<file path="config.mk">
export PLATFORM = sky130hd
export DESIGN_NAME = btn_conditioner_flat
export DESIGN_NICKNAME = d
export VERILOG_FILES = /design/src/rtl/btn_conditioner_if.sv /design/src/rtl/btn_conditioner.sv /design/src/flat_wrapper.sv
export SDC_FILE = /design/constraint.sdc
export NUM_CORES = 1
export LEC_CHECK = 0
export ABC_AREA = 1
export CORE_MARGIN = 10
export CORE_UTILIZATION = 35
export CTS_BUF_LIST = sky130_fd_sc_hd__clkbuf_8
export DETAILED_ROUTE_END_ITERATION = 12
export GPL_TIMING_DRIVEN = 0
export SLEW_MARGIN = 20
export SYNTH_ARGS = -nofsm -noshare
export SYNTH_HDL_FRONTEND = slang
export SYNTH_SLANG_ARGS = --single-unit
</file>
<file path="constraint.sdc">
create_clock -name CLK -period 3.25 [get_ports CLK]
set_input_delay 0.65 -clock CLK [delete_from_list [all_inputs] [get_ports CLK]]
set_output_delay 0.65 -clock CLK [all_outputs]
set_load 0.1 [all_outputs]
</file>
<file path="src/rtl/btn_conditioner_if.sv">
// Button conditioner signal bundle: raw pins in, debounced level and event pulses out.
interface btn_conditioner_if #(
  parameter int unsigned NUM_BTN = 4
);
  logic [NUM_BTN-1:0] btn_raw;
  logic [NUM_BTN-1:0] btn_level;
  logic [NUM_BTN-1:0] btn_press;
  logic [NUM_BTN-1:0] btn_release;
  logic [NUM_BTN-1:0] btn_hold;
  logic [NUM_BTN-1:0] btn_repeat;

  // The conditioner itself: reads pins, produces clean button events.
  modport master (
    input  btn_raw,
    output btn_level,
    output btn_press,
    output btn_release,
    output btn_hold,
    output btn_repeat
  );

  // Pin side / event consumer.
  modport slave (
    output btn_raw,
    input  btn_level,
    input  btn_press,
    input  btn_release,
    input  btn_hold,
    input  btn_repeat
  );
endinterface

</file>
<file path="src/rtl/btn_conditioner.sv">
// Per-button front end: 2-flop synchronizer, polarity normalisation, debounce,
// press/release pulses and a long-press hold FSM with auto-repeat.
module btn_conditioner #(
  parameter int unsigned        NUM_BTN         = 4,
  parameter logic [NUM_BTN-1:0] ACTIVE_LOW_MASK = 4'b0001,
  parameter int unsigned        DEBOUNCE_CYCLES = 120000,
  parameter int unsigned        HOLD_CYCLES     = 6000000,
  parameter int unsigned        REPEAT_CYCLES   = 1200000
) (
  input logic               CLK,
  input logic               RST_N,
  btn_conditioner_if.master bus
);

  localparam int unsigned DbW   = (DEBOUNCE_CYCLES > 1) ? $clog2(DEBOUNCE_CYCLES) : 1;
  localparam int unsigned HoldW = (HOLD_CYCLES > 1) ? $clog2(HOLD_CYCLES) : 1;
  localparam int unsigned RepW  = (REPEAT_CYCLES > 1) ? $clog2(REPEAT_CYCLES) : 1;
  // Hold fires when the counter, cleared on the press cycle, would reach HOLD_CYCLES-1.
  localparam int unsigned HoldLast = (HOLD_CYCLES > 1) ? HOLD_CYCLES - 2 : 0;

  typedef enum logic [1:0] {StIdle, StPressed, StHeld} state_e;

  logic [NUM_BTN-1:0] level_vec, press_vec, release_vec, hold_vec, repeat_vec;

  for (genvar i = 0; i < NUM_BTN; i++) begin : g_ch
    logic             sync1_q, sync2_q, s;
    logic             level_q, level_d;
    logic [DbW-1:0]   db_cnt_q, db_cnt_d;
    logic             rise, fall;
    state_e           state_q, state_d;
    logic [HoldW-1:0] hold_cnt_q, hold_cnt_d;
    logic [RepW-1:0]  rep_cnt_q, rep_cnt_d;
    logic             repeat_d;
    logic             press_q, release_q, hold_q, repeat_q;

    // Two-flop synchronizer, reset to the idle pin level so reset release is quiet.
    always_ff @(posedge CLK or negedge RST_N) begin
      if (!RST_N) begin
        sync1_q <= ACTIVE_LOW_MASK[i];
        sync2_q <= ACTIVE_LOW_MASK[i];
      end else begin
        sync1_q <= bus.btn_raw[i];
        sync2_q <= sync1_q;
      end
    end

    assign s = sync2_q ^ ACTIVE_LOW_MASK[i];

    // Debounce: count consecutive mismatch cycles, any matching cycle restarts the count.
    always_comb begin
      level_d  = level_q;
      db_cnt_d = '0;
      if (s != level_q) begin
        if (db_cnt_q == DbW'(DEBOUNCE_CYCLES - 1)) begin
          level_d = ~level_q;
        end else begin
          db_cnt_d = db_cnt_q + 1'b1;
        end
      end
    end

    assign rise = level_d & ~level_q;
    assign fall = ~level_d & level_q;

    // Hold FSM next state; a level fall overrides any hold or repeat event.
    always_comb begin
      state_d    = state_q;
      hold_cnt_d = hold_cnt_q;
      rep_cnt_d  = rep_cnt_q;
      repeat_d   = 1'b0;
      case (state_q)
        StIdle: begin
          if (rise) begin
            hold_cnt_d = '0;
            if (HOLD_CYCLES == 1) begin
              state_d   = StHeld;
              repeat_d  = 1'b1;
              rep_cnt_d = '0;
            end else begin
              state_d = StPressed;
            end
          end
        end
        StPressed: begin
          if (fall) begin
            state_d = StIdle;
          end else if (hold_cnt_q == HoldW'(HoldLast)) begin
            state_d   = StHeld;
            repeat_d  = 1'b1;
            rep_cnt_d = '0;
          end else begin
            hold_cnt_d = hold_cnt_q + 1'b1;
          end
        end
        StHeld: begin
          if (fall) begin
            state_d = StIdle;
          end else if (rep_cnt_q == RepW'(REPEAT_CYCLES - 1)) begin
            repeat_d  = 1'b1;
            rep_cnt_d = '0;
          end else begin
            rep_cnt_d = rep_cnt_q + 1'b1;
          end
        end
        default: state_d = StIdle;
      endcase
    end

    // Channel state and registered outputs.
    always_ff @(posedge CLK or negedge RST_N) begin
      if (!RST_N) begin
        level_q    <= 1'b0;
        db_cnt_q   <= '0;
        state_q    <= StIdle;
        hold_cnt_q <= '0;
        rep_cnt_q  <= '0;
        press_q    <= 1'b0;
        release_q  <= 1'b0;
        hold_q     <= 1'b0;
        repeat_q   <= 1'b0;
      end else begin
        level_q    <= level_d;
        db_cnt_q   <= db_cnt_d;
        state_q    <= state_d;
        hold_cnt_q <= hold_cnt_d;
        rep_cnt_q  <= rep_cnt_d;
        press_q    <= rise;
        release_q  <= fall;
        hold_q     <= (state_d == StHeld);
        repeat_q   <= repeat_d;
      end
    end

    assign level_vec[i]   = level_q;
    assign press_vec[i]   = press_q;
    assign release_vec[i] = release_q;
    assign hold_vec[i]    = hold_q;
    assign repeat_vec[i]  = repeat_q;
  end

  assign bus.btn_level   = level_vec;
  assign bus.btn_press   = press_vec;
  assign bus.btn_release = release_vec;
  assign bus.btn_hold    = hold_vec;
  assign bus.btn_repeat  = repeat_vec;

endmodule

</file>
<file path="src/flat_wrapper.sv">
// flat-port wrapper written by rule: the top's interface ports become plain ports
module btn_conditioner_flat 
#(
  parameter int unsigned        NUM_BTN         = 4,
  parameter logic [NUM_BTN-1:0] ACTIVE_LOW_MASK = 4'b0001,
  parameter int unsigned        DEBOUNCE_CYCLES = 120000,
  parameter int unsigned        HOLD_CYCLES     = 6000000,
  parameter int unsigned        REPEAT_CYCLES   = 1200000
)
  (CLK, RST_N, bus_btn_raw, bus_btn_level, bus_btn_press, bus_btn_release, bus_btn_hold, bus_btn_repeat);
  btn_conditioner_if #(.NUM_BTN(NUM_BTN)) bus_i ();
  input logic CLK;
  input logic RST_N;
  input wire logic [$bits(bus_i.btn_raw)-1:0] bus_btn_raw;
  output wire logic [$bits(bus_i.btn_level)-1:0] bus_btn_level;
  output wire logic [$bits(bus_i.btn_press)-1:0] bus_btn_press;
  output wire logic [$bits(bus_i.btn_release)-1:0] bus_btn_release;
  output wire logic [$bits(bus_i.btn_hold)-1:0] bus_btn_hold;
  output wire logic [$bits(bus_i.btn_repeat)-1:0] bus_btn_repeat;
  assign bus_i.btn_raw = bus_btn_raw;
  assign bus_btn_level = bus_i.btn_level;
  assign bus_btn_press = bus_i.btn_press;
  assign bus_btn_release = bus_i.btn_release;
  assign bus_btn_hold = bus_i.btn_hold;
  assign bus_btn_repeat = bus_i.btn_repeat;
  btn_conditioner #(.NUM_BTN(NUM_BTN), .ACTIVE_LOW_MASK(ACTIVE_LOW_MASK), .DEBOUNCE_CYCLES(DEBOUNCE_CYCLES), .HOLD_CYCLES(HOLD_CYCLES), .REPEAT_CYCLES(REPEAT_CYCLES)) u_core (.CLK(CLK), .RST_N(RST_N), .bus(bus_i));
endmodule
</file>
==> impl_metrics.py, run 1 <==
metrics = {
    "setup_path": {
        "worstReg2RegEnd": "u_core.g_ch[0].hold_cnt_q[14]",
        "crit_fanout": 5,
        "crit_path_end_kind": "output port",
        "start_kind": "flip-flop",
        "crit_type": "flip-flop to output port",
        "critPathSlowestCell": "clkdlybuf4s50_1",
        "worstPathRequired_ns": 2.60,
        "regToRegStartpoint": "u_core.g_ch[0].hold_cnt_q[0]",
        "cp_slowest_stage_delay_ns": 1.14,
        "reg2reg_depth": 9,
        "arrival_ns": 2.34,
        "worstPathCellList": "buf_4 -> clkdlybuf4s50_1",
        "reg2reg_slack_ns": 1.02,
    },
    "yosys": {
        "syn_inst": 2753,
        "synth_common_cells": "nand2_1 (902), nor2_1 (510), dfrtp_1 (278), inv_1 (234), nand3_1 (177)",
        "synthXorXnorAreaFrac_pct": 4.656,
        "synth_adder_area_share_pct": 2.172,
        "ys_seq_area_share_pct": 38.02,
        "ys_ff_latch": 280,
        "syn_area_per_cell_sq_um": 6.697,
        "synth_edf_count": 0,
        "netlist_area_sq_mm": 0.01844,
        "synth_fp_nets": 2791,
        "synth_compound_area_share_pct": 5.531,
        "ys.flop_type": "dfrtp_1",
        "synth.distinct_cells": 42,
        "yosys.area.top_type_share_pct": 37.73,
        "synth_area_leaders": "dfrtp_1 (38%), nand2_1 (18%), nor2_1 (10%)",
        "synth_mux_area_share_pct": 0,
        "synth_warnings": 0,
        "synthSimpleGateAreaFrac_pct": 42.00,
        "synth_top_family_by_area": "simple AND/OR/NAND/NOR gates",
        "synth_most_common_cell": "nand2_1",
        "synth_top_area_cell": "dfrtp_1",
        "async_flop_share_pct": 100.0,
    },
    "power_and_ir_drop": {
        "leakage_nw": 8.788,
        "p_total_mw": 7.358,
        "power_density_mw_per_mm2": 353.8,
        "max-vdd-ir-drop_uv": 239.4,
    },
    "cts": {
        "clockBufferDepth": 3,
        "cts_resized": 0,
        "worstSkewPairLatency_ns": 0.66,
        "root_buffer": "clkbuf_8",
        "cts_tree": "built",
        "cts_made_buffers": 54,
        "cts.sinks": 280,
        "htree_num_levels": 2,
        "clk_pin_slew_ns": 0.06,
        "ctsHoldBuffers": 1,
        "post_cts_buffers": 0,
    },
    "routing": {
        "drc": 0,
        "drtPass1Iterations": 6,
        "totalWireLength_um": 44690,
        "vias": 17274,
        "wire_per_inst_um": 12.53,
        "via_per_inst": 4.844,
        "drt-initial-drc-count": 1209,
        "postRouteAntennaNets": 0,
    },
    "hold_path": {
        "hold_depth": 0,
        "hp-class": "flip-flop to flip-flop",
        "worstHoldEndpoint": "u_core.g_ch[2].s",
        "min-delay-start": "u_core.g_ch[2].sync1_q",
    },
    "die": {
        "die_area_sq_mm": 0.06226,
        "die_w_um": 249.5,
        "fp.dieH_um": 249.5,
        "start_util_pct": 35.22,
        "num_rows": 84,
        "ios": 26,
        "core_area_sq_mm": 0.05234,
    },
    "global_route": {
        "grt_pass1_wl_um": 77450,
        "globalRouteOverflowTotal": 0,
        "first_global_vias": 16446,
        "antenna_found_initial": 1,
        "track_usage_pct": 14.08,
        "grt_max_degree": 97,
    },
    "timing": {
        "whs_ns": 0.3469,
        "max_slew.worst_pin.slew_ns": 1.007,
        "slew-limit-headroom_pct": 32.69,
        "final.setup_skew_ns": 0.05075,
        "min_period_ns": 2.987,
        "hold_violations": 0,
        "setup_viol": 0,
        "drv_slew": 0,
        "fin_setup_tns_ns": 0,
        "fmax_mhz": 334.8,
        "rsz0062_at_grt": "false",
        "fin_crit_sh_pct": 91.91,
    },
    "cells_and_area": {
        "final_cell_count_no_fill": 3566,
        "area_growth_pct": 12.80,
        "fin_area_sq_mm": 0.02080,
        "fin_nets": 2876,
        "layout-drive-gt1-share_pct": 7.056,
    },
    "run_status": {
        "status": "complete, no violations",
    },
    "place": {
        "dp.cells": 3469,
        "place_area_sq_mm": 0.01964,
        "post-dp-hpwl_um": 32470,
        "place_congestion": 0.9285,
        "io_buffers": 25,
    },
    "job": {
        "maxCapViolations": 0,
    },
}
[critical path, delay by kind of cell, from the launching register on]
kind     cells  cell delay [ns]
flops        1             0.40
buf+inv      2             1.27
[where the power goes]
part / internal [mW] / switching, mW
registers: 3.51 / 0.0130
clock network: 2.12 / 1.59
logic: 0.0321 / 0.0989
total: 5.66 / 1.70
[cells by family after synthesis]
group	Yosys count
AND/OR/NAND/NOR	1833
flip-flops	280
adder cells (fa/ha/maj)	32
XOR/XNOR	98
buffers and inverters	323
AO/OA/AOI/OAI	187
[cell usage in the layout (no fill, tap or decap), types with 11 or more instances in the layout]
cell	netlist	layout
or2_2	11	11
inv_2	14	14
clkbuf_1	16	16
clkbuf_8	0	68
nand2_1	902	902
dfrtp_1	278	278
clkdlybuf4s50_1	0	24
nor3_1	59	59
o21ai_1	29	29
nor3b_1	18	18
xor2_1	80	80
buf_4	36	36
nand4_1	113	113
nor2_1	510	510
a21oi_1	23	23
xnor2_1	18	18
inv_1	234	248
o21bai_1	15	15
ha_1	32	32
nand3_1	177	177
o21ai_0	102	102
[flip-flops by register name (all words and copies together) (netlist names)]
signal,flops
u_core.g_ch.hold_q,4
u_core.g_ch.level_q,4
u_core.g_ch.repeat_q,4
u_core.g_ch.db_cnt_q,68
u_core.g_ch.sync2_q,1
u_core.g_ch.release_q,4
u_core.g_ch.hold_cnt_q,92
u_core.g_ch.press_q,4
u_core.g_ch.state_q,8
u_core.g_ch.rep_cnt_q,84
u_core.g_ch.s,3
u_core.g_ch.sync1_q,4
[through the flow]
step                      util [%]  setup slack [ns]
after floorplan                  -             1.571
after global placement       37.35            -10.95
after detailed placement     37.51            0.9236
after CTS                    39.73            0.1690
after global routing         39.73            0.1718
final                        39.73            0.2630
[routing by layer]
metal  wire length (um)  track usage, %  up-vias
li1                   -               -     8953
met1              21910           18.97     7951
met2              20130           22.62      307
met3               1741           2.145       63
met4                915           4.745        0
met5                  0               0        -
[worst max-delay path by stage]
stage	to	depth (start not counted)	slack, ns	start
after CTS	bus_btn_level[2]	2	0.17	u_core.g_ch[2].level_q
after global placement	u_core.g_ch[0].db_cnt_q[11]	1	-10.95	RST_N
final	bus_btn_level[2]	2	0.26	u_core.g_ch[2].level_q
after global routing	bus_btn_level[2]	2	0.17	u_core.g_ch[2].level_q
after detailed placement	bus_btn_level[2]	2	0.92	u_core.g_ch[2].level_q
after floorplan	u_core.g_ch[0].hold_cnt_q[14]	9	1.57	u_core.g_ch[0].hold_cnt_q[0]
[layout make-up]
type	instances	area [sq um]
antenna	1	2.502
buffer	73	466.7
clock buffer	68	935.9
clock inverter	27	212.7
fill	5486	31540
inverter	250	938.4
multi-input combinational	2150	10020
sequential	280	7009
tap	688	860.8
timing repair buffer	29	347.8
(Power assumes the default switching activity.)
==> run 2, diff against run 1 <==
CORE_MARGIN = 3   (was 10)
==> run 2 against run 1 <==
  * Worst hold slack better by 0.0068 ns
  * Final area up 0.32%
  * Clock-buffer cell count up 4
  * Sequential share of layout area down 0.11 points
  * Wire length down 0.17%
  * Final cell count down 0.11%
  * Core utilization up 0.61 points
  * Critical path type unchanged
  * Largest power group unchanged
  * Highest routed layer unchanged
==> impl_metrics.py, run 2 (synthesis gave the netlist of run 1 again) <==
metrics = {
    "timing": {
        "fin_setup_tns_ns": 0,
        "drv_slew": 0,
        "fmax_mhz": 333.7,
        "whs_ns": 0.3537,
        "rsz0062_at_grt": "false",
        "hold_violations": 0,
        "fin_crit_sh_pct": 92.22,
        "final.setup.worst_slack_ns": 0.2528,
        "max_slew.worst_pin.slew_ns": 1.022,
        "setup_viol": 0,
        "slew-limit-headroom_pct": 31.64,
        "min_period_ns": 2.997,
        "final.setup_skew_ns": 0.02122,
    },
    "global_route": {
        "grt_max_degree": 94,
        "grt_pass1_wl_um": 78560,
        "globalRouteOverflowTotal": 0,
        "first_global_vias": 16980,
        "track_usage_pct": 16.12,
        "antenna_found_initial": 1,
    },
    "hold_path": {
        "hp-class": "flip-flop to flip-flop",
    },
    "power_and_ir_drop": {
        "internal_power_mw": 5.836,
        "power_density_mw_per_mm2": 361.8,
        "switchingPower_mw": 1.712,
        "power_frac_clock_pct": 51.6,
        "p_sw_share_pct": 22.68,
        "seqPwrFrac_pct": 46.6,
        "p_total_mw": 7.548,
        "max-vdd-ir-drop_uv": 233.9,
        "power_frac_comb_pct": 1.7,
        "leakage_nw": 8.819,
    },
    "cts": {
        "root_buffer": "clkbuf_8",
        "cts.sinks": 280,
        "cts_made_buffers": 53,
        "worstSkewPairLatency_ns": 0.64,
        "htree_num_levels": 2,
        "clk_pin_slew_ns": 0.06,
        "cts_tree": "built",
        "clockBufferDepth": 3,
    },
    "cells_and_area": {
        "fin_nets": 2875,
        "layout_commonest_cell": "nand2_1",
        "largest_register_ffs": 92,
        "top_register": "u_core.g_ch.hold_cnt_q",
        "final_cell_mix": "nand2_1 (902), nor2_1 (510), dfrtp_1 (278), inv_1 (244), nand3_1 (177)",
        "top_regs": "u_core.g_ch.hold_cnt_q x92, u_core.g_ch.rep_cnt_q x84, u_core.g_ch.db_cnt_q x68",
        "area_growth_pct": 13.16,
        "layout-drive-gt1-share_pct": 7.324,
    },
    "place": {
        "place_congestion": 0.9133,
        "post-dp-hpwl_um": 32390,
        "io_buffers": 25,
        "place_ws_ns": 0.9041,
    },
    "routing": {
        "drtPass1Iterations": 5,
        "drt-initial-drc-count": 1312,
        "postRouteAntennaNets": 0,
        "totalWireLength_um": 44620,
        "wire_per_inst_um": 12.53,
        "via_per_inst": 4.934,
        "drc": 0,
        "vias": 17574,
    },
    "setup_path": {
        "crit_type": "flip-flop to output port",
        "worstPathRequired_ns": 2.60,
        "arrival_ns": 2.35,
        "crit_fanout": 5,
        "start_kind": "flip-flop",
        "crit_path_end_kind": "output port",
    },
    "die": {
        "core_area_sq_mm": 0.05172,
        "start_util_pct": 35.65,
        "num_rows": 83,
        "fp.dieH_um": 235.5,
        "ios": 26,
        "die_area_sq_mm": 0.05547,
        "die_w_um": 235.5,
    },
    "run_status": {
        "status": "complete, no violations",
    },
    "job": {
        "maxCapViolations": 0,
    },
}
[run 2: cell count changes in the layout (fill, tap and decap cells not counted), sizes merged]
cell / delta
inv: -5
clkinv: +4
bufinv: +1
clkbuf: +4
[run 2: power by group through the flow]
stage | clock [mW] | combinational [mW] | sequential [mW]
3_3_place_gp | 0 | 0.122 | 3.59
2_1_floorplan | 0 | 0.0353 | 3.58
3_5_place_dp | 0 | 0.138 | 3.58
4_1_cts | 4.08 | 0.139 | 3.52
5_1_grt | 4.24 | 0.158 | 3.52
6_report | 3.90 | 0.130 | 3.52
[run 2: worst max-delay path, cell delays in order, from the launching register on]
cell and delay, ns:
dfrtp_1 0.41, buf_4 0.14, clkdlybuf4s50_1 1.16
[run 2: path summary, 6_finish.rpt]
kind | startpoint | end | slack [ns] | cells past startpoint
worst max-delay path | u_core.g_ch[2].level_q | bus_btn_level[2] | 0.25 | 2
worst min-delay path | u_core.g_ch[2].sync1_q | u_core.g_ch[2].s | 0.35 | 0
worst max register to register | u_core.g_ch[0].hold_cnt_q[0] | u_core.g_ch[0].hold_cnt_q[14] | 1.00 | 9
worst min register to register | u_core.g_ch[2].sync1_q | u_core.g_ch[2].s | 0.35 | 0
max in group asynchronous | RST_N | u_core.g_ch[1].rep_cnt_q[20] | 1.59 | 4
min in group asynchronous | RST_N | u_core.g_ch[2].db_cnt_q[13] | 0.49 | 2
[run 2: timing repair]
| item | 4_1_cts | 5_1_grt |
|---|---|---|
| resized for setup | 0 | 0 |
| endpoints found under the setup margin | 0 | 0 |
| endpoints found under the hold margin | 33 | 0 |
| hold buffers | 1 | 0 |
| setup buffers | 0 | 0 |
[run 2: metrics by stage]
step,cells,area (sq um),utilization [%]
after floorplan,2753,18440,-
after global placement,3458,19540,37.78
after detailed placement,3461,19630,37.95
after CTS,3561,20860,40.33
after global routing,3562,20860,40.34
final,3562,20860,40.34
[run 2: metal layers]
layer	vias to the layer above	global-route usage, %	wire, um
met4	0	5.715	1100
met2	399	26.73	20440
met5	-	0	0
li1	8944	-	-
met1	8143	21.39	21100
met3	88	2.484	1975
[run 2: area by class of cell]
class / instances / area (sq um)
antenna: 1 / 2.502
buffer: 73 / 466.7
clock buffer: 72 / 991.0
clock inverter: 27 / 234.0
fill: 5417 / 30850
inverter: 250 / 938.4
multi-input combinational: 2150 / 10020
sequential: 280 / 7009
tap: 680 / 850.8
timing repair buffer: 29 / 347.8
==> run 3, diff against run 2 <==
SLEW_MARGIN = 40   (was 20)
==> run 3 against run 2 <==
  * Combinational power is 4% higher
  * Fmax is 33% higher
  * Clock skew is 0.0027 ns lower
  * Final cell count stayed put
  * Sequential power hardly changed
  * Sequential share of layout area hardly changed
  * Worst setup slack better by 0.74 ns
  * Core utilization hardly changed
  * Worst hold slack hardly changed
==> impl_metrics.py, run 3 (synthesis gave the netlist of run 1 again) <==
metrics = {
    "setup_path": {
        "crit_fanout": 8,
        "worstPathRequired_ns": 3.78,
        "arrival_ns": 2.79,
        "reg2reg_depth": 9,
        "start_kind": "flip-flop",
        "reg2reg_slack_ns": 0.99,
        "crit_type": "flip-flop to flip-flop",
        "worstReg2RegEnd": "u_core.g_ch[0].hold_cnt_q[14]",
        "regToRegStartpoint": "u_core.g_ch[0].hold_cnt_q[0]",
        "crit_path_end_kind": "flip-flop",
    },
    "timing": {
        "slew-limit-headroom_pct": 54.35,
        "fin_crit_sh_pct": 69.55,
        "final.setup_skew_ns": 0.01849,
        "rsz0062_at_grt": "false",
        "drv_slew": 0,
        "max_slew.worst_pin.slew_ns": 0.6823,
        "final.setup.worst_slack_ns": 0.9898,
        "hold_violations": 0,
        "fmax_mhz": 442.4,
        "fin_setup_tns_ns": 0,
        "min_period_ns": 2.260,
        "setup_viol": 0,
        "whs_ns": 0.3541,
    },
    "hold_path": {
        "hold_depth": 0,
        "min-delay-start": "u_core.g_ch[2].sync1_q",
        "worstHoldEndpoint": "u_core.g_ch[2].s",
        "hp-class": "flip-flop to flip-flop",
    },
    "die": {
        "num_rows": 83,
        "ios": 26,
        "die_w_um": 235.5,
        "fp.dieH_um": 235.5,
        "core_area_sq_mm": 0.05172,
        "die_area_sq_mm": 0.05547,
        "start_util_pct": 35.65,
    },
    "cts": {
        "post_cts_buffers": 0,
        "clockBufferDepth": 3,
        "root_buffer": "clkbuf_8",
        "htree_num_levels": 2,
        "cts_resized": 0,
        "cts.sinks": 280,
        "worstSkewPairLatency_ns": 0.64,
        "clk_pin_slew_ns": 0.06,
        "cts_made_buffers": 54,
        "cts_tree": "built",
    },
    "routing": {
        "vias": 17546,
        "totalWireLength_um": 44980,
        "wire_per_inst_um": 12.63,
        "drc": 0,
        "drtPass1Iterations": 5,
        "drt-initial-drc-count": 1168,
        "postRouteAntennaNets": 0,
        "via_per_inst": 4.926,
    },
    "cells_and_area": {
        "top_regs": "u_core.g_ch.hold_cnt_q x92, u_core.g_ch.rep_cnt_q x84, u_core.g_ch.db_cnt_q x68",
        "fin_area_sq_mm": 0.02087,
        "final_util_pct": 40.34,
        "layout_commonest_cell": "nand2_1",
        "area_growth_pct": 13.17,
        "fin_nets": 2877,
        "layout-drive-gt1-share_pct": 8.261,
        "top_register": "u_core.g_ch.hold_cnt_q",
        "final_cell_count_no_fill": 3562,
        "final_cell_mix": "nand2_1 (902), nor2_1 (510), dfrtp_1 (278), inv_1 (237), nand3_1 (177)",
        "largest_register_ffs": 92,
    },
    "place": {
        "place_congestion": 0.9133,
        "place_ws_ns": 1.014,
        "io_buffers": 25,
        "dp.cells": 3462,
        "post-dp-hpwl_um": 32510,
        "place_area_sq_mm": 0.01955,
    },
    "power_and_ir_drop": {
        "max-vdd-ir-drop_uv": 284.0,
        "power_density_mw_per_mm2": 373.2,
        "leakage_nw": 8.880,
        "p_total_mw": 7.787,
    },
    "global_route": {
        "globalRouteOverflowTotal": 0,
        "first_global_vias": 17023,
        "antenna_found_initial": 1,
        "grt_max_degree": 74,
        "grt_pass1_wl_um": 78670,
        "track_usage_pct": 16.17,
    },
    "run_status": {
        "status": "complete, no violations",
    },
    "job": {
        "maxCapViolations": 0,
    },
}
-- run 3: power breakdown --
group / total (mW) / switching, mW / internal (mW)
sequential: 3.52 / 0.0129 / 3.51
clock: 4.13 / 1.64 / 2.50
combinational: 0.135 / 0.0992 / 0.0354
total: 7.79 / 1.75 / 6.04
-- run 3: worst max-delay path by stage --
stage                                             from                             to  slack (ns)  depth (start not counted)
after global placement                           RST_N    u_core.g_ch[0].rep_cnt_q[3]      -10.99                          1
final                     u_core.g_ch[0].hold_cnt_q[0]  u_core.g_ch[0].hold_cnt_q[14]        0.99                          9
after detailed placement  u_core.g_ch[0].hold_cnt_q[0]  u_core.g_ch[0].hold_cnt_q[14]        1.01                          9
after CTS                       u_core.g_ch[1].level_q               bus_btn_level[1]        0.90                          2
after floorplan           u_core.g_ch[0].hold_cnt_q[0]  u_core.g_ch[0].hold_cnt_q[14]        1.57                          9
after global routing      u_core.g_ch[0].hold_cnt_q[0]  u_core.g_ch[0].hold_cnt_q[14]        0.80                          9
-- run 3: cell type report --
cell class              count  area, sq um
diodes                      1        2.502
plain buffers              73        466.7
clock buffers              77         1060
clock inverters            21        240.2
fillers                  5401        30850
inverters                 250        938.4
multi-input cells        2150        10020
flip-flops and latches    280         7009
well taps                 680        850.8
repair buffers             30        275.3
-- run 3: metal layers --
layer | part of all wire (%) | global-route usage (%)
met1 | 47 | 21.50
met2 | 46 | 26.82
met3 | 4.4 | 2.577
met4 | 2.3 | 5.439
met5 | 0 | 0
-- run 3: timing repair --
item / CTS / global route
endpoints found under the setup margin: 0 / 0
hold endpoints to repair: 33 / 0
hold buffers: 1 / 0
-- run 3: worst max-delay path, stage by stage (launching register included) --
cell     delay (ns)
dfrtp_1        0.50
ha_1           0.31
nand2_1        0.09
nor2_1         0.47
nand2_1        0.19
nor2_1         0.25
xnor2_1        0.15
nor2_1         0.06
nand2_1        0.08
nand2_1        0.05
